File: src/rtl/cplx_dly_pkg.sv
// Shared constants and helpers for the complex-sample delay line.
// Optional build macro used by the top: CPLX_DLY_PRIME_ZERO_EN.
package cplx_dly_pkg;

   localparam int DEF_DATA_W    = 32;
   localparam int DEF_CHANNELS  = 2;
   localparam int DEF_MAX_DEPTH = 32;

   // Requested delay of 0 means 1; anything above the RAM depth saturates.
   function automatic int unsigned clamp_delay(input int unsigned d, input int unsigned max_depth);
      if (d == 0)
         return 1;
      else if (d > max_depth)
         return max_depth;
      else
         return d;
   endfunction

   // LSB of lane k inside a packed CHANNELS*DATA_W vector.
   function automatic int unsigned lane_lsb(input int unsigned lane, input int unsigned data_w);
      return lane * data_w;
   endfunction

endpackage

File: src/rtl/cplx_dly_ram.sv
// Simple dual-port RAM, read-first, synchronous read with read enable.
// No reset: contents and the read register are only meaningful once written/read.
module cplx_dly_ram #(
   parameter int WIDTH = 128,
   parameter int DEPTH = 32,
   parameter int AW    = $clog2(DEPTH)
) (
   input  logic             clk,
   input  logic             i_wr_en,
   input  logic [AW-1:0]    i_wr_addr,
   input  logic [WIDTH-1:0] i_wr_data,
   input  logic             i_rd_en,
   input  logic [AW-1:0]    i_rd_addr,
   output logic [WIDTH-1:0] o_rd_data
);

   logic [WIDTH-1:0] r_mem [DEPTH];
   logic [WIDTH-1:0] r_rd_data;

   // Non-blocking write and read in one process give read-first on address collision.
   always_ff @(posedge clk) begin
      if (i_wr_en)
         r_mem[i_wr_addr] <= i_wr_data;
      if (i_rd_en)
         r_rd_data <= r_mem[i_rd_addr];
   end

   assign o_rd_data = r_rd_data;

endmodule

File: src/rtl/cplx_delay_line.sv
// Valid-qualified circular-buffer delay line for CHANNELS complex lanes.
// Define CPLX_DLY_PRIME_ZERO_EN to emit zeros (out_valid high) while priming.
module cplx_delay_line
   import cplx_dly_pkg::*;
#(
   parameter  int DATA_W    = DEF_DATA_W,
   parameter  int CHANNELS  = DEF_CHANNELS,
   parameter  int MAX_DEPTH = DEF_MAX_DEPTH,
   localparam int PTR_W     = $clog2(MAX_DEPTH)
) (
   input  logic                       clk,
   input  logic                       rst,
   input  logic                       in_valid,
   input  logic [CHANNELS*DATA_W-1:0] in_re,
   input  logic [CHANNELS*DATA_W-1:0] in_im,
   input  logic [PTR_W:0]             delay,
   output logic                       out_valid,
   output logic [CHANNELS*DATA_W-1:0] out_re,
   output logic [CHANNELS*DATA_W-1:0] out_im,
   output logic                       primed
);

   localparam int CW = CHANNELS * DATA_W;
   localparam int WW = 2 * CW;

   logic [PTR_W-1:0] r_wr_ptr;
   logic [PTR_W:0]   r_de_q;
   logic [PTR_W:0]   r_fill_cnt;
   logic             r_out_valid;
   logic             r_rd_live;
   logic             r_rd_zero;

   logic [PTR_W:0]   w_de_clamp;
   logic             w_de_change;
   logic             w_primed;
   logic [PTR_W:0]   w_wr_ext;
   logic [PTR_W:0]   w_rd_sum;
   logic [PTR_W-1:0] w_rd_addr;
   logic [PTR_W-1:0] w_wr_ptr_inc;
   logic             w_wr_en;
   logic             w_rd_en;
   logic             w_out_keep;
   logic [WW-1:0]    w_wr_word;
   logic [WW-1:0]    w_rd_word;

   assign w_de_clamp  = (PTR_W+1)'(clamp_delay(32'(delay), MAX_DEPTH));
   assign w_de_change = (w_de_clamp != r_de_q);
   // A pending delay change already counts as unprimed in the cycle it is seen.
   assign w_primed    = !w_de_change && (r_fill_cnt == r_de_q);
   assign primed      = w_primed;

   assign w_wr_ext     = {1'b0, r_wr_ptr};
   assign w_rd_sum     = (w_wr_ext >= r_de_q) ? (w_wr_ext - r_de_q)
                                              : (w_wr_ext + (PTR_W+1)'(MAX_DEPTH) - r_de_q);
   assign w_rd_addr    = w_rd_sum[PTR_W-1:0];
   assign w_wr_ptr_inc = (r_wr_ptr == PTR_W'(MAX_DEPTH-1)) ? '0 : r_wr_ptr + PTR_W'(1);

   assign w_wr_en = in_valid && !rst;
`ifdef CPLX_DLY_PRIME_ZERO_EN
   assign w_rd_en = in_valid && !rst;
`else
   assign w_rd_en = in_valid && w_primed && !rst;
`endif

   assign w_wr_word = {in_re, in_im};

   cplx_dly_ram #(
      .WIDTH (WW),
      .DEPTH (MAX_DEPTH),
      .AW    (PTR_W)
   ) u_ram (
      .clk       (clk),
      .i_wr_en   (w_wr_en),
      .i_wr_addr (r_wr_ptr),
      .i_wr_data (w_wr_word),
      .i_rd_en   (w_rd_en),
      .i_rd_addr (w_rd_addr),
      .o_rd_data (w_rd_word)
   );

   always_ff @(posedge clk) begin
      if (rst) begin
         r_wr_ptr    <= '0;
         r_fill_cnt  <= '0;
         r_de_q      <= w_de_clamp;
         r_out_valid <= 1'b0;
         r_rd_live   <= 1'b0;
         r_rd_zero   <= 1'b0;
      end else begin
         if (in_valid)
            r_wr_ptr <= w_wr_ptr_inc;
         if (w_de_change) begin
            r_de_q     <= w_de_clamp;
            r_fill_cnt <= {{PTR_W{1'b0}}, in_valid};
         end else if (in_valid && (r_fill_cnt < r_de_q)) begin
            r_fill_cnt <= r_fill_cnt + (PTR_W+1)'(1);
         end
         r_out_valid <= w_rd_en;
         // The RAM read register holds between reads; these flags qualify what it shows.
         if (w_rd_en) begin
            r_rd_live <= 1'b1;
            r_rd_zero <= !w_primed;
         end
      end
   end

   assign out_valid  = r_out_valid;
   assign w_out_keep = r_rd_live && !r_rd_zero;

   for (genvar gi = 0; gi < CHANNELS; gi++) begin : g_lane
      localparam int LSB = int'(lane_lsb(gi, DATA_W));
      assign out_re[LSB +: DATA_W] = w_out_keep ? w_rd_word[CW + LSB +: DATA_W] : '0;
      assign out_im[LSB +: DATA_W] = w_out_keep ? w_rd_word[LSB +: DATA_W]      : '0;
   end

endmodule

File: config.mk
export PLATFORM = sky130hd
export DESIGN_NAME = cplx_delay_line
export DESIGN_NICKNAME = d
export VERILOG_FILES = /design/src/rtl/cplx_dly_pkg.sv /design/src/rtl/cplx_dly_ram.sv /design/src/rtl/cplx_delay_line.sv
export SDC_FILE = /design/constraint.sdc
export NUM_CORES = 2
export LEC_CHECK = 0
export CAP_MARGIN = 20
export CORE_MARGIN = 5
export CORE_UTILIZATION = 31
export CTS_CLUSTER_DIAMETER = 40
export DETAILED_ROUTE_END_ITERATION = 10
export PLACE_DENSITY_LB_ADDON = 0.15
export SYNTH_ARGS = -nofsm -noshare
export SYNTH_HDL_FRONTEND = slang
export SYNTH_SLANG_ARGS = --single-unit
File: constraint.sdc
create_clock -name clk -period 10.1 [get_ports clk]
set_input_delay 2.02 -clock clk [delete_from_list [all_inputs] [get_ports clk]]
set_output_delay 2.02 -clock clk [all_outputs]
set_load 0.02 [all_outputs]
### Word-level counts from Yosys, hierarchy flattened

Memories as Yosys holds them, arrays and structs flattened. A register that Yosys moved wholly into a read port is not among the register bits.
Cells that the tools add are included.

* memories kept: 1
* flip-flop bits (word level): 20
* bits in writable memories: 4096

Memories
* u_ram.r_mem: words 32, bits a word 128, read ports 1, clocked after Yosys merged registers in 1, write ports 1, line cplx_dly_ram.sv:17 `logic [WIDTH-1:0] r_mem [DEPTH];`

* multiplexer cells: 14
* $lt $le $gt $ge: 3
* reductions and logical operators: 14
* $add $sub $neg: 5
* equality and inequality tests: 3

Operators with widths (count)
* $mux 32: 4
* $mux 6: 4
* $add 5x1->5 const B: 2
* $mux 5: 2
* $sub 5x5->5: 2
* $add 6x1->6 const B: 1
* $eq 6x6->1: 1
* $ge 5x6->1: 1
* $gt 6x6->1 const B: 1
* $logic_and 1x1->1: 6
* $logic_not 6->1: 1
* $lt 6x6->1: 1
* $ne 6x6->1: 1
* $eq 5x5->1 const B: 1
* $logic_not 1->1: 4
* $mux 1: 4
* $reduce_bool 2->1: 2
* $reduce_or 2->1: 1

### Logic depth before layout (Yosys ltp)

* word-level depth: 8
* depth in mapped cells: 12

### Hierarchy

A second synthesis with hierarchy kept.

* cell total of the unflattened synthesis: 6715
* area total of the unflattened synthesis: 158670.9 sq um

By module, submodules not included
* cplx_dly_ram: cells an instance 6440, seq. area each 126841.7 sq um, instances 1, area each 156517.6 sq um
* cplx_delay_line: cells an instance 275, seq. area each 460.4 sq um, instances 1, area each 2153.3 sq um

### Least setup slack after synthesis

Ideal clock, no wire load.

* path kind: input to register
* start: in in_valid
* end: mem u_ram.r_mem[14][0] (enable)
* data arrival time: 8172 ps
* stages: 4
* setup time: 617 ps
* path buffers: 1
* slack: 1310 ps
* required time: 9483 ps
* cells stage by stage: clkbuf_1 nor2b_1 nand2_1 nor2_1

* cells in the longest elaborated chain, start to end: 3

RTL lines
* start: declaration: line cplx_delay_line.sv:13 `input logic in_valid,`
* $logic_and 1x1->1: line cplx_delay_line.sv:58 `assign w_wr_en = in_valid && !rst;`
* $mux 1: line cplx_dly_ram.sv:22 `if (i_wr_en)`
* $mux 1 (implied by the code): line cplx_dly_ram.sv:23 `r_mem[i_wr_addr] <= i_wr_data;`
* end: declaration: line cplx_dly_ram.sv:17

Every way passes these cells.

### Worst setup path in the final report

* start: in delay[2]
* end: out primed

* cells in the longest elaborated chain, start to end: 6
* elaborated cells on any way between the ends: 7

RTL lines
* start: declaration: line cplx_delay_line.sv:16 `input logic [PTR_W:0] delay,`
* $gt 6x6->1: line cplx_dly_pkg.sv:13 `else if (d > max_depth)`
* $mux 6: line cplx_dly_pkg.sv:13
* $mux 6 *: line cplx_dly_pkg.sv:11 `if (d == 0)`
* $ne 6x6->1 *: line cplx_delay_line.sv:47 `assign w_de_change = (w_de_clamp != r_de_q);`
* $logic_not 1->1 *: line cplx_delay_line.sv:49 `assign w_primed = !w_de_change && (r_fill_cnt == r_de_q);`
* $logic_and 1x1->1 *: line cplx_delay_line.sv:49
* end: declaration: line cplx_delay_line.sv:20 `output logic primed`

Every way passes the cells marked *; elsewhere a longest branch is shown, timed or not.

==> results.ini <==
[timing]
hold_violations = 0
tightestPinTransition_ns = 1.14
relSlewSlack_pct = 23.8
finalSetupTns_ns = 0
fin_crit_sh_pct = 65.7
final-setup-viol-count = 0
slew_viol_final = 0
fmax_mhz = 151
skew_ns = 0.0499
fin_crit_ns = 6.64
fin_ws_ns = 3.46
whs_ns = 0.454
rsz0062_at_grt = false

[worst_setup_path]
startpoint = delay[2]
reg2reg_to = u_ram.o_rd_data[70]$_DFFE_PP_
setup.worst_path.end_class = output pin
crit_chain = clkdlybuf4s50_1 > nor4_1 > nand3b_1 > a211o_1 > a211oi_2 > clkdlybuf4s50_1
r2r_start = r_de_q[0]$_DFFE_PP_
cp_slowest_cell = clkdlybuf4s50_1
slowest_delay_ns = 0.68
path_class = input port to output pin
required_ns = 8.08
r2r_setup_slack_ns = 4.74
cp.depth = 6
critical_path.endpoint = primed
path_max_fanout = 4
worstRegToRegCells = 10
crit_top_cell = clkdlybuf4s50_1
worst_ep_arrival_time_ns = 4.62
cp-start-kind = input port
worst-path-buf-inv = 2
timing.critical_path.max_delay_family = buffers and inverters

[synth]
syn-num-nets = 6848
synth_cell_type_count = 49
syn_inst = 6694
synth_area_per_cell_um2 = 24.1
synth_flop_cell = edfxtp_1
yosysSeqAreaShare_pct = 78.8
syn_area_um2 = 162000
synth-edff-count = 4230
synth.ff_latch_count = 4244
ys_warn_count = 0
async_flop_share_pct = 0

[cells_and_area]
multi_input_area_um2 = 32800
drive_above_1_share_pct = 33.5
layout_commonest_cell = edfxtp_1
layout.nets = 7678
areaGrowthSynthToFinish_pct = 22.1
layout_common_cells = 4230 x edfxtp_1, 1024 x mux4_2, 649 x clkbuf_16
fin_area_um2 = 197000
fin_cells = 15000
register_area_um2 = 127000
nFillCells = 46500

[die]
die-area_um2 = 536000
start_util_pct = 31.1
die_x_um = 732
core_area_um2 = 520000
fp.dieH_um = 732
num_rows = 265
pin_count = 267

[pwr]
intPower_w = 0.0354
p_per_area_nw_per_um2 = 238
peakVddDrop_v = 0.000174
power_switching_w = 0.0115
p_clk_share_pct = 47.4
combinationalPowerShare_pct = 10.9
p_sw_share_pct = 24.4
leakage_nw = 62.2
seq_power_share_pct = 41.7

[status]
outcome = complete, no violations

[drt]
drt_iter0_markers = 6105
remaining_drc_errors = 0
viasPerCell = 4.99
drt-pass1-iter-count = 5
ant_nets = 0
wirelength_um = 461000
wl_per_cell_um = 30.7
num_vias = 75000

[clocking]
clk_path_buf_depth = 4
root_buffer = clkbuf_16
clk_latency_ns = 1.06
postCtsHoldBufs = 0
clk_pin_slew_ns = 0.05
post_cts_buffers = 0
cts_sinks = 4244
h-tree-depth = 6
numCtsBuffers = 633
cts.repair.resized = 0
cts_tree = done

[worst_hold_path]
hp-class = flop to flop

[global_route]
grt_antenna_before_repair = 62
grt_pass1_wl_um = 644000
grtUsageTotal_pct = 16.8
grt_max_degree = 109
grt_pass1_vias = 80100
overflow = 0

[place]
post-dp-hpwl_um = 244000
place_ws_ns = 3.12
gp_congestion = 0.712
port_buffers = 266
dp_cells = 13800
post_dp_cell_area_um2 = 174000

[run]
max_cap_violations = 0

-- power groups by stage --
stage / Combinational [W] / Sequential (W) / Clock [W]
after floorplan: 0.00319 / 0.0199 / 0
after global placement: 0.00521 / 0.0199 / 0
after detailed placement: 0.00524 / 0.0199 / 0
after CTS: 0.00526 / 0.0195 / 0.0227
after global routing: 0.00547 / 0.0195 / 0.0235
final: 0.00513 / 0.0195 / 0.0222
-- routing by layer --
| layer | up-vias | GRT usage (%) | part of all wire, % |
|---|---|---|---|
| met5 | - | 0 | 0.017 |
| met4 | 14 | 3.64 | 2.1 |
| met3 | 632 | 2.49 | 4.3 |
| met2 | 1893 | 28.4 | 50 |
| met1 | 41700 | 23.1 | 44 |
| li1 | 30700 | - | - |
-- final cells by class --
cell class                      count  area share (%)
Tap cell                         6942            4.40
Sequential cell                  4244            64.5
Inverter                           14          0.0266
Antenna cell                        5         0.00634
Timing Repair Buffer              556            3.30
Clock buffer                      693            8.18
Clock inverter                    482            2.93
Multi-Input combinational cell   2075            16.6
-- flip-flops by register name, summed over array words and instances, names as in the netlist --
signal / cells
u_ram.r_mem: 4096
u_ram.o_rd_data: 128
r_de_q: 6
r_fill_cnt: 6
r_wr_ptr: 5
out_valid: 1
r_rd_live: 1
r_rd_zero: 1
-- cells in the mapped netlist, types with 2 or more instances --
cell	n	area [µm²]
or3_1	3	18.8
buf_6	6	67.6
nor3_1	3	15.0
or3b_2	2	17.5
buf_4	34	255
xor2_1	3	26.3
o22ai_1	129	807
and2_1	130	813
mux4_2	1024	23100
clkbuf_1	163	612
nand3_1	5	25.0
a21o_1	3	22.5
buf_2	147	736
and3_1	3	18.8
mux2_2	255	2870
clkbuf_4	3	22.5
a21oi_1	6	30.0
nand3b_1	5	37.5
xnor2_1	5	43.8
nor2_1	52	195
buf_1	8	30.0
mux2i_1	260	2600
a221oi_1	91	797
nand2_1	10	37.5
nor2b_1	10	62.6
a221oi_2	36	541
edfxtp_1	4230	127000
ha_1	16	200
inv_1	14	52.6
o21ai_0	6	30.0
dfxtp_1	14	280
-- logic make-up (layout without fill, tap and decap cells) --
group,count (synthesis),count (layout),synth area share (%)
flops,4244,4244,78.8
xor+xnor,10,10,0.0705
buf+inv,375,1745,1.10
mux,1540,1540,17.7
compound gates,281,281,1.43
simple gates,227,227,0.788
other cells,0,5,0
fa+ha+maj,17,17,0.136
-- worst min path at each step --
stage / startpoint / to / cells after the start
2_1_floorplan: r_rd_zero$_SDFFE_PP0P_ / r_rd_zero$_SDFFE_PP0P_ / 2
3_3_place_gp: r_rd_live$_SDFFE_PP0P_ / r_rd_live$_SDFFE_PP0P_ / 1
3_5_place_dp: r_rd_live$_SDFFE_PP0P_ / r_rd_live$_SDFFE_PP0P_ / 1
4_1_cts: r_rd_live$_SDFFE_PP0P_ / r_rd_live$_SDFFE_PP0P_ / 1
5_1_grt: r_rd_live$_SDFFE_PP0P_ / r_rd_live$_SDFFE_PP0P_ / 1
6_report: r_rd_live$_SDFFE_PP0P_ / r_rd_live$_SDFFE_PP0P_ / 1
-- through the flow --
stage          total power (W)  util (%)
6_report                0.0469      37.9
5_1_grt                 0.0485      37.9
4_1_cts                 0.0475      37.7
3_5_place_dp            0.0251      33.5
3_3_place_gp            0.0251      33.4
2_1_floorplan           0.0231         -
Power figures use the tool's default switching activity.
